$ cat src/rtl/clock_config_arbiter.sv
// rtl/clock_config_arbiter.sv - round-robin config arbiter that applies legal period/duty at generator boundaries
module clock_config_arbiter #(
    parameter int WIDTH      = 8,
    parameter int PERIOD_RST = 2,
    parameter int DUTY_RST   = 1
) (
    input  logic             i_fast_clk,
    input  logic             i_rst,
    input  logic             i_run,
    input  logic [1:0]       i_req_valid,
    output logic [1:0]       o_req_ready,
    input  logic [WIDTH-1:0] i_req_period0,
    input  logic [WIDTH-1:0] i_req_period1,
    input  logic [WIDTH-1:0] i_req_duty0,
    input  logic [WIDTH-1:0] i_req_duty1,
    output logic             o_gen_enable,
    output logic [WIDTH-1:0] o_gen_period,
    output logic [WIDTH-1:0] o_gen_duty_cycle,
    output logic             o_gen_clear,
    output logic             o_cfg_done,
    output logic             o_cfg_err,
    output logic             o_cfg_src
);
    typedef enum logic [1:0] {S_IDLE, S_CHECK, S_WAIT} state_t;

    state_t           r_state;
    logic             r_ptr;
    logic             r_configured;
    logic [WIDTH-1:0] r_mirror;
    logic [WIDTH-1:0] r_pend_period;
    logic [WIDTH-1:0] r_pend_duty;
    logic             r_gen_enable;
    logic [WIDTH-1:0] r_gen_period;
    logic [WIDTH-1:0] r_gen_duty;
    logic             r_gen_clear;
    logic             r_cfg_done;
    logic             r_cfg_err;
    logic             r_cfg_src;

    logic             w_grant;
    logic             w_accept;
    logic             w_illegal;
    logic             w_at_last;
    logic             w_apply;
    logic [WIDTH-1:0] w_last;

    // r_ptr holds the requester favoured when both are valid
    assign w_grant     = (i_req_valid == 2'b11) ? r_ptr : i_req_valid[1];
    assign o_req_ready = (r_state == S_IDLE) ? ((w_grant ? 2'b10 : 2'b01) & i_req_valid) : 2'b00;
    assign w_accept    = |o_req_ready;

    assign w_last    = r_gen_period - WIDTH'(1);
    assign w_illegal = (r_pend_period < WIDTH'(2)) || (r_pend_duty > r_pend_period);
    assign w_at_last = r_gen_enable && (r_mirror == w_last);
    // Disabled generator: apply at once with a clear; running: only on the wrap edge
    assign w_apply   = ((r_state == S_CHECK) && !w_illegal && !r_gen_enable)
                    || ((r_state == S_WAIT) && (!r_gen_enable || w_at_last));

    always_ff @(posedge i_fast_clk) begin
        if (i_rst) begin
            r_state       <= S_IDLE;
            r_ptr         <= 1'b0;
            r_configured  <= 1'b0;
            r_mirror      <= '0;
            r_pend_period <= '0;
            r_pend_duty   <= '0;
            r_gen_enable  <= 1'b0;
            r_gen_period  <= WIDTH'(PERIOD_RST);
            r_gen_duty    <= WIDTH'(DUTY_RST);
            r_gen_clear   <= 1'b0;
            r_cfg_done    <= 1'b0;
            r_cfg_err     <= 1'b0;
            r_cfg_src     <= 1'b0;
        end else begin
            r_gen_clear  <= 1'b0;
            r_cfg_done   <= 1'b0;
            r_cfg_err    <= 1'b0;
            r_gen_enable <= i_run & r_configured;

            if (r_gen_clear) begin
                r_mirror <= '0;
            end else if (r_gen_enable) begin
                r_mirror <= w_at_last ? '0 : r_mirror + WIDTH'(1);
            end

            if (w_apply) begin
                r_gen_period <= r_pend_period;
                r_gen_duty   <= r_pend_duty;
                r_gen_clear  <= !r_gen_enable;
                r_cfg_done   <= 1'b1;
                r_configured <= 1'b1;
                r_state      <= S_IDLE;
            end else begin
                case (r_state)
                    S_IDLE: begin
                        if (w_accept) begin
                            r_pend_period <= w_grant ? i_req_period1 : i_req_period0;
                            r_pend_duty   <= w_grant ? i_req_duty1 : i_req_duty0;
                            r_cfg_src     <= w_grant;
                            r_ptr         <= ~w_grant;
                            r_state       <= S_CHECK;
                        end
                    end
                    S_CHECK: begin
                        if (w_illegal) begin
                            r_cfg_err <= 1'b1;
                            r_state   <= S_IDLE;
                        end else begin
                            r_state   <= S_WAIT;
                        end
                    end
                    S_WAIT:  r_state <= S_WAIT;
                    default: r_state <= S_IDLE;
                endcase
            end
        end
    end

    assign o_gen_enable     = r_gen_enable;
    assign o_gen_period     = r_gen_period;
    assign o_gen_duty_cycle = r_gen_duty;
    assign o_gen_clear      = r_gen_clear;
    assign o_cfg_done       = r_cfg_done;
    assign o_cfg_err        = r_cfg_err;
    assign o_cfg_src        = r_cfg_src;
endmodule
$ cat config.mk
export PLATFORM = sky130hd
export DESIGN_NAME = clock_config_arbiter
export DESIGN_NICKNAME = d
export VERILOG_FILES = /design/src/rtl/clock_config_arbiter.sv
export SDC_FILE = /design/constraint.sdc
export NUM_CORES = 1
export LEC_CHECK = 0
export BUFFER_PORTS_ARGS = -buffer_cell sky130_fd_sc_hd__buf_2
export CELL_PAD_IN_SITES_DETAIL_PLACEMENT = 2
export CELL_PAD_IN_SITES_GLOBAL_PLACEMENT = 2
export CORE_MARGIN = 2
export CORE_UTILIZATION = 33
export CTS_BUF_LIST = sky130_fd_sc_hd__clkbuf_8
export DETAILED_ROUTE_END_ITERATION = 10
export MAX_ROUTING_LAYER = met4
export PLACE_DENSITY_LB_ADDON = 0.1
export SYNTH_ARGS = -nofsm -noshare
export SYNTH_HDL_FRONTEND = slang
export SYNTH_SLANG_ARGS = --single-unit
$ cat constraint.sdc
create_clock -name i_fast_clk -period 2.8 [get_ports i_fast_clk]
set_input_delay 0.56 -clock i_fast_clk [delete_from_list [all_inputs] [get_ports i_fast_clk]]
set_output_delay 0.56 -clock i_fast_clk [all_outputs]
set_load 0.02 [all_outputs]
==> flow_metrics.py <==
metrics = {
    "route": {
        "vias": 2119,
        "first_pass_iters": 5,
        "drc_errors": 0,
        "drtIter0Drc": 130,
        "wl_um": 6960,
        "routedWlPerCell_um": 17.4,
        "postRouteAntennaNets": 0,
        "vias_per_cell": 5.31,
    },
    "finish": {
        "drive_above_1_share": 0.307,
        "layout_common_cells": "59 x buf_2, 49 x dfxtp_1, 35 x nor2_1, 16 x inv_1, 16 x a222oi_1",
        "design_area_um2": 2850,
        "syn2layout_area_growth_pct": 23.3,
        "final_cells": 399,
        "fillers": 767,
        "final_common_cell": "buf_2",
        "fin_nets": 350,
        "diodes": 0,
    },
    "run": {
        "cap_violations": 0,
    },
    "die": {
        "rows": 30,
        "ios": 60,
        "initial_core_util": 0.340,
        "core_area_um2": 6790,
        "die_height_um": 87.7,
        "die_area_um2": 7690,
        "die_w_um": 87.7,
    },
    "sta": {
        "worstMarginPinSlew_ns": 0.621,
        "max_freq_ghz": 0.382,
        "period_minus_slack_ns": 2.62,
        "fin_ws_ns": 0.179,
        "setup_tns_ns": 0,
        "finalSetupViolCount": 0,
        "rsz0062_at_grt": "no",
        "slew_headroom": 0.582,
        "maxSlewViolCount": 0,
        "finClkSkew_ns": 0.00524,
        "fin_crit_sh": 0.936,
        "final_hold_viol_count": 0,
    },
    "placed_design": {
        "dp_hpwl_um": 5370,
        "gp_congestion": 0.751,
        "pre_cts_ws_ns": 0.111,
        "dp_cells": 391,
        "io_buffers": 59,
        "dpl-instance-area_um2": 2720,
    },
    "synthesis": {
        "synth-simple-area-share": 0.177,
        "synth_fa_ha_area_frac": 0.0541,
        "synthDistinctLibCells": 43,
        "synth-xor-area-share": 0.0644,
        "synth-async-reset-ratio": 0,
        "synth-edff-count": 0,
        "yosys_most_used_dff": "dfxtp_1",
        "yosys-mux-area-fraction": 0,
        "synth_area_per_cell_um2": 9.67,
        "yosysWarningCount": 0,
        "synthCells": 239,
        "synth_nets": 286,
        "yosysSeqAreaShare": 0.424,
        "synth_top_family_by_area": "compound AO/OA/AOI/OAI gates",
        "synth_compound_area_frac": 0.226,
        "synth_area_um2": 2310,
        "synth-seq-cells": 49,
    },
    "critical_path": {
        "reg2reg_depth": 9,
        "cp-end-kind": "flip-flop",
        "cp.required_ns": 3.00,
        "crit_fanout": 14,
        "crit_arrival_ns": 2.82,
        "startpoint_type": "flip-flop",
        "criticalPathCategory": "flip-flop to flip-flop",
    },
    "clock_tree": {
        "clk_pin_slew_worst_paths_ns": 0.09,
        "ctsHoldBuffers": 0,
        "cts_root_buf": "clkbuf_8",
        "htreeDepth": 2,
        "cts.sinks": 49,
        "cts_tree": "built",
        "clockBufferDepth": 2,
        "insertion_delay_ns": 0.30,
        "numCtsBuffers": 5,
    },
    "power_and_ir_drop": {
        "pwr_density_cell_nw_per_um2": 587,
        "ir_drop_uv": 210,
        "p_leak_nw": 1.23,
    },
    "hold_path": {
        "whs_path_depth": 1,
        "hold_path.class": "flip-flop to flip-flop",
    },
    "global_route": {
        "overflow": 0,
        "grt_use_total": 0.200,
        "grt_pass1_vias": 2260,
        "grt_max_degree": 27,
        "antenna_found_initial": 0,
        "grt_pass1_wl_um": 11500,
    },
    "outcome": {
        "outcome": "finished clean",
    },
}
==> kinds of logic (layout without fill, tap and decap cells) <==
family / count (synthesis) / after routing
and+or+nand+nor: 77 / 77
AOI/OAI and AO/OA: 59 / 59
DFF: 49 / 49
buffers and inverters: 27 / 91
xor gates and xnor gates: 17 / 17
adders and majority gates: 10 / 10
==> final cells by class <==
type / count / area [um^2] / share of cell area
Multi-Input combinational cell: 163 / 1210 / 0.425
Sequential cell: 49 / 981 / 0.344
Timing Repair Buffer: 68 / 375 / 0.132
Tap cell: 96 / 120 / 0.0421
Clock buffer: 5 / 68.8 / 0.0241
Inverter: 16 / 60.1 / 0.0211
Clock inverter: 2 / 35.0 / 0.0123
==> worst max-delay path, cell delays in order, from the launching register on <==
cell and delay, ns:
dfxtp_1 0.45, inv_1 0.07, ha_1 0.35, a21oi_1 0.17, nor2_1 0.08, a311oi_2 0.36
a21oi_1 0.16, nor4_2 0.36, o32ai_4 0.25, a22o_2 0.27
==> flip-flops by register name (all words and copies together), names as in the netlist, 2 cells and up <==
register / count
o_gen_duty_cycle: 8
o_gen_period: 8
r_mirror: 8
r_pend_duty: 8
r_pend_period: 8
r_state: 2
==> report_power, final <==
| part | total (mW) | internal, mW | switching (mW) |
|---|---|---|---|
| clock | 0.493 | 0.260 | 0.234 |
| sequential | 0.780 | 0.740 | 0.0395 |
| combinational | 0.400 | 0.170 | 0.230 |
| total | 1.67 | 1.17 | 0.503 |
==> Yosys cell counts (all sizes together), types with 2 or more instances <==
library cell / number / area share
ha: 10 / 0.054
nand4: 5 / 0.014
a211oi: 2 / 0.0065
a22o: 14 / 0.056
nand2b: 7 / 0.019
nor4: 4 / 0.024
nand2: 8 / 0.013
and3: 3 / 0.0081
inv: 16 / 0.026
a21oi: 9 / 0.021
buf: 2 / 0.0097
nor2: 36 / 0.062
o31a: 2 / 0.0076
o21bai: 2 / 0.0065
o311ai: 2 / 0.0076
clkbuf: 9 / 0.019
xnor2: 10 / 0.038
dfxtp: 49 / 0.42
nand3: 4 / 0.0087
a222oi: 16 / 0.069
o21ai: 4 / 0.0087
nor3: 4 / 0.0087
xor2: 7 / 0.027
==> layer usage <==
layer  routed length [um]  global-route usage  vias to the layer above  share of wire
li1                     -                   -                     1006              -
met1                 3070               0.241                     1043           0.44
met2                 3500               0.337                       62           0.50
met3                  290              0.0405                        8          0.042
met4                  106              0.0601                        0          0.015
met5                    0                   -                        -              0
==> what timing repair did <==
item | in CTS | in global routing
setup buffers | 0 | 1
setup endpoints to repair | 0 | 14
resized for setup | 0 | 1
==> path summary, 6_finish.rpt <==
path               startpoint                   to  slack (ns)
max          r_pend_period[3]  o_gen_duty_cycle[4]        0.18
min              r_configured         r_configured        0.46
max reg2reg  r_pend_period[3]  o_gen_duty_cycle[4]        0.18
min reg2reg      r_configured         r_configured        0.46
==> per-stage QoR <==
stage                     total power [mW]  utilization  hold slack (ns)
after floorplan                       1.05            -            0.426
after global placement                1.18        0.401            0.438
after detailed placement              1.19        0.401            0.440
after CTS                             1.68        0.416            0.460
after global routing                  1.77        0.420            0.477
final                                 1.67        0.420            0.460
Power figures use the tool's default switching activity.
